<file path="src/rtl/uart_rx_framed.sv">
// Oversampling 8N1 UART receiver: 2-flop synchroniser, 3-sample mid-bit majority vote,
// one-entry VALID/READY holding register with framing-error and overrun pulses.
module uart_rx_framed #(
  parameter int unsigned CLK_FREQ   = 12000000,
  parameter int unsigned BAUD       = 115200,
  parameter int unsigned OVERSAMPLE = 8,
  parameter int unsigned DIV        = (CLK_FREQ + BAUD * OVERSAMPLE / 2) / (BAUD * OVERSAMPLE)
) (
  input  logic       CLK,
  input  logic       RST,
  input  logic       RX,
  output logic [7:0] DATA,
  output logic       VALID,
  input  logic       READY,
  output logic       FRAME_ERR,
  output logic       OVERRUN,
  output logic       BUSY
);

  localparam int unsigned TW = $clog2(10 * OVERSAMPLE + 1);
  localparam int unsigned DW = (DIV > 1) ? $clog2(DIV) : 1;

  typedef enum logic [2:0] {StIdle, StStart, StData, StStop, StBreak} state_e;

  state_e          state_q, state_d;
  logic            rx_meta_q, rx_s_q;
  logic [DW-1:0]   div_q, div_d;
  logic [TW-1:0]   t_q, t_d;
  logic [1:0]      samp_q, samp_d;
  logic [7:0]      shift_q, shift_d;
  logic [2:0]      bit_q, bit_d;
  logic            deliver_q, deliver_d;
  logic            ferr_q, ferr_d;
  logic [7:0]      data_q, data_d;
  logic            valid_q, valid_d;
  logic            ovr_q, ovr_d;

  logic            tick;
  logic            maj;
  logic [TW-1:0]   t_nxt;
  logic [TW-1:0]   base;

  assign tick  = (div_q == DW'(DIV - 1));
  assign t_nxt = t_q + TW'(1);
  assign maj   = (samp_q[0] & samp_q[1]) | (samp_q[0] & rx_s_q) | (samp_q[1] & rx_s_q);

  // Mid-point of the bit currently being recovered, in ticks since start detection.
  always_comb begin
    case (state_q)
      StData:  base = TW'((32'(bit_q) + 1) * OVERSAMPLE + OVERSAMPLE / 2);
      StStop:  base = TW'(9 * OVERSAMPLE + OVERSAMPLE / 2);
      default: base = TW'(OVERSAMPLE / 2);
    endcase
  end

  always_comb begin
    state_d   = state_q;
    div_d     = div_q;
    t_d       = t_q;
    samp_d    = samp_q;
    shift_d   = shift_q;
    bit_d     = bit_q;
    deliver_d = 1'b0;
    ferr_d    = 1'b0;
    case (state_q)
      StIdle: begin
        div_d = '0;
        t_d   = '0;
        bit_d = '0;
        if (!rx_s_q) state_d = StStart;
      end
      StStart, StData, StStop: begin
        div_d = tick ? '0 : div_q + DW'(1);
        if (tick) begin
          t_d = t_nxt;
          if (t_nxt == base - TW'(1)) samp_d[0] = rx_s_q;
          if (t_nxt == base) samp_d[1] = rx_s_q;
          // Third sample is live rx_s; the vote resolves on this tick.
          if (t_nxt == base + TW'(1)) begin
            case (state_q)
              StStart: state_d = maj ? StIdle : StData;
              StData: begin
                shift_d = {maj, shift_q[7:1]};
                bit_d   = bit_q + 3'd1;
                if (bit_q == 3'd7) state_d = StStop;
              end
              StStop: begin
                if (maj) begin
                  state_d   = StIdle;
                  deliver_d = 1'b1;
                end else begin
                  state_d = StBreak;
                  ferr_d  = 1'b1;
                end
              end
              default: ;
            endcase
          end
        end
      end
      StBreak: if (rx_s_q) state_d = StIdle;
      default: state_d = StIdle;
    endcase
  end

  // Holding register: a same-cycle READY frees the slot for the incoming byte.
  always_comb begin
    data_d  = data_q;
    valid_d = valid_q;
    ovr_d   = 1'b0;
    if (valid_q && READY) valid_d = 1'b0;
    if (deliver_q) begin
      if (!valid_q || READY) begin
        data_d  = shift_q;
        valid_d = 1'b1;
      end else begin
        ovr_d = 1'b1;
      end
    end
  end

  always_ff @(posedge CLK) begin
    if (RST) begin
      rx_meta_q <= 1'b1;
      rx_s_q    <= 1'b1;
      state_q   <= StIdle;
      div_q     <= '0;
      t_q       <= '0;
      samp_q    <= '0;
      shift_q   <= '0;
      bit_q     <= '0;
      deliver_q <= 1'b0;
      ferr_q    <= 1'b0;
      data_q    <= '0;
      valid_q   <= 1'b0;
      ovr_q     <= 1'b0;
    end else begin
      rx_meta_q <= RX;
      rx_s_q    <= rx_meta_q;
      state_q   <= state_d;
      div_q     <= div_d;
      t_q       <= t_d;
      samp_q    <= samp_d;
      shift_q   <= shift_d;
      bit_q     <= bit_d;
      deliver_q <= deliver_d;
      ferr_q    <= ferr_d;
      data_q    <= data_d;
      valid_q   <= valid_d;
      ovr_q     <= ovr_d;
    end
  end

  assign DATA      = data_q;
  assign VALID     = valid_q;
  assign FRAME_ERR = ferr_q;
  assign OVERRUN   = ovr_q;
  assign BUSY      = (state_q != StIdle);

endmodule

</file>
<file path="config.mk">
export PLATFORM = sky130hd
export DESIGN_NAME = uart_rx_framed
export DESIGN_NICKNAME = d
export VERILOG_FILES = /design/src/rtl/uart_rx_framed.sv
export SDC_FILE = /design/constraint.sdc
export NUM_CORES = 1
export LEC_CHECK = 0
export CAP_MARGIN = 20
export CORE_ASPECT_RATIO = 0.7
export CORE_MARGIN = 2
export CORE_UTILIZATION = 57
export CTS_CLUSTER_DIAMETER = 150
export DETAILED_ROUTE_END_ITERATION = 16
export PLACE_DENSITY = 0.76
export SYNTH_ARGS = -nofsm -noshare
export SYNTH_HDL_FRONTEND = slang
export SYNTH_SLANG_ARGS = --single-unit
</file>
<file path="constraint.sdc">
create_clock -name CLK -period 3.3 [get_ports CLK]
set_input_delay 0.825 -clock CLK [delete_from_list [all_inputs] [get_ports CLK]]
set_output_delay 0.825 -clock CLK [all_outputs]
set_load 0.05 [all_outputs]
</file>
==> results.cfg <==
[pwr]
sw_frac_of_total = 0.265
p_clk_frac = 0.370
p_int_w = 0.000771
p_leak_nw = 0.907
ir_worst_vdd_mv = 0.313
combPwrFrac = 0.136
seqPwrFrac = 0.494
p_per_area_nw_per_um2 = 451
p_sw_w = 0.000277

[sta]
period_needed_ns = 2.85
finClkSkew_ns = 0.00348
final_max_slew_viol_count = 0
report.final.hold_viol_count = 0
fin_crit_sh = 0.863
fin_setup_tns_ns = 0
worst_slack_ns = 0.452
slew_headroom = 0.662
worstMarginPinSlew_ns = 0.505
setup_violations = 0
fmax_mhz = 351
rsz0062_at_grt = false

[die]
io-pin-count = 16
start_util = 0.585
core_sq_um = 3470
rows = 18
die-area_sq_um = 4060
die_h_um = 53.9
die_w_um = 75.3

[global_routing]
antenna_found_initial = 0
grt_pass1_wl_um = 6640
grt_overflow = 0
grt_usage = 0.216
grt_max_degree = 29
grt_pass1_vias = 1439

[synth]
synth_nets = 241
muxShareOfSynthArea = 0.112
synthDistinctLibCells = 45
synthesis.yosys.warnings = 0
synthXorXnorAreaFrac = 0.0327
synth_top_family_by_area = simple AND/OR/NAND/NOR gates
synth_compound_area_frac = 0.112
synth_area_sq_um = 2030
synth-adder-area-share = 0.0543
yosysSeqAreaShare = 0.404
yosysTopAreaCell = dfxtp_1
synth_edf_count = 0
synth_area_leaders = dfxtp_1 (40%), mux2i_1 (9.4%), nor2_1 (7.8%), ha_1 (4.9%), a21oi_1 (3.7%)
postSynthCellCount = 229
ys.flop_type = dfxtp_1
ys_ff_latch = 41
synth_top_area_share = 0.404
synth_area_per_cell_sq_um = 8.86
synth-simple-area-share = 0.241
synthArstFlopShare = 0

[worst_hold_path]
worstHoldStart = rx_meta_q
min_path_type = reg -> reg
worstHoldPathCells = 1
whs_endpoint = rx_s_q

[drt]
drtIter0Drc = 112
routed_wl_um = 4000
ant_nets = 0
vias_per_cell = 5.51
dr.pass1.iters = 4
drc = 0
via_count = 1621
wl_per_cell_um = 13.6

[finish]
layout_commonest_cell = nor2_1
layout_common_cells = nor2_1 (42), dfxtp_1 (41), mux2i_1 (19), a21oi_1 (15), clkdlybuf4s50_1 (15)
antenna_cells = 0
layout-drive-gt1-share = 0.0779
nNetsFinal = 256
finish.utilization = 0.670
syn2layout_area_growth_pct = 14.4
postLayoutCellArea_sq_um = 2320

[setup_path]
rr_endpoint = state_q[2]
cp.arrival_ns = 2.02
slowest_delay_ns = 0.83
rr_startpoint = bit_q[0]
path_class = reg -> out
path_cells = or3_1 -> clkdlybuf4s50_1
slowest_stage = clkdlybuf4s50_1
startpoint_type = register
r2r_slack_ns = 0.66
required_ns = 2.47
cp-end-kind = output port
worstPathMaxFanout = 15
rr_worst_depth = 9

[clocking]
clk_path_buf_depth = 2
cts_num_sinks = 41
cts_tree = done
clk_transition_reported_paths_ns = 0.08
holdBufCountCts = 0
postCtsSetupRepairBufs = 0
cts_root_buf = clkbuf_8
clock_latency_ns = 0.28
cts.htree.levels = 2
numCtsBuffers = 5
cts_resized = 0

[place]
dpl.hpwl_um = 2840
place_area_sq_um = 2220
place_ws_ns = 0.680
gp_congestion = 0.821
io_buffers = 15

[job]
drv_cap = 0

[outcome]
run_status = complete, no violations
[power groups by stage]
stage                     clock, W  sequential (W)  combinational, W
after global routing      0.000416        0.000519          0.000160
after detailed placement         0        0.000528          0.000139
final                     0.000387        0.000518          0.000143
after floorplan                  0        0.000522          0.000109
after CTS                 0.000393        0.000517          0.000141
after global placement           0        0.000528          0.000139
[sequential cells by signal, summed over array words and instances (netlist names)]
name and cells:
DATA 8, shift_q 8, t_q 7, div_q 4, bit_q 3, state_q 3, samp_q 2, FRAME_ERR 1
OVERRUN 1, VALID 1, deliver_q 1, rx_meta_q 1, rx_s_q 1
[per-stage QoR]
stage	hold WS [ns]	cells	total power [W]
after detailed placement	0.414	287	0.000667
after floorplan	0.389	229	0.000631
after global routing	0.466	294	0.00110
after CTS	0.447	294	0.00105
after global placement	0.428	287	0.000667
final	0.447	294	0.00105
[synthesized netlist by cell type (2+ instances only)]
library cell  count
nor2_1           42
dfxtp_1          41
mux2i_1          19
a21oi_1          15
nand2_1          14
inv_1            11
nand3_1          10
ha_1              8
and3_1            6
clkbuf_1          6
o21ai_0           6
a2111oi_0         3
or2_2             3
or3_1             3
or4_1             3
xor2_1            3
buf_1             2
mux2_2            2
nand2b_1          2
nand3b_1          2
nor4_1            2
nor4b_1           2
xnor2_1           2
[critical path, delay by kind of cell (launching register included)]
family	cells	cell delay (ns)
buffers and inverters	1	0.83
DFF	1	0.63
and+or+nand+nor	1	0.28
[how the worst max path moves through the flow]
stage,start,end,depth (start not counted)
final,state_q[2],BUSY,2
after detailed placement,bit_q[0],shift_q[1],9
after global placement,bit_q[0],state_q[2],9
after floorplan,t_q[0],state_q[2],9
after global routing,state_q[2],BUSY,2
after CTS,state_q[2],BUSY,2
[area by class of cell]
cell class | instances | area (sq um)
clock buffer | 5 | 68.8
clock inverter | 2 | 35.0
fill | 309 | 1150
inverter | 11 | 41.3
multi-input combinational | 167 | 1120
sequential | 41 | 821
tap | 50 | 62.6
timing repair buffer | 18 | 173
[cell families after synthesis]
family,after synthesis
compound gates,34
fa+ha+maj,9
xor+xnor,6
mux,22
flops,41
simple gates,96
buf+inv,21
[metal layers]
| layer | up-vias | wire [um] | GRT usage | share of wire |
|---|---|---|---|---|
| met2 | 23 | 1640 | 0.312 | 0.41 |
| met4 | 0 | 31 | 0.0526 | 0.0078 |
| met3 | 5 | 115 | 0.0506 | 0.029 |
| met5 | - | 0 | 0 | 0 |
| li1 | 829 | - | - | - |
| met1 | 764 | 2210 | 0.324 | 0.55 |
Note: power is estimated with default switching activity, not from simulation.
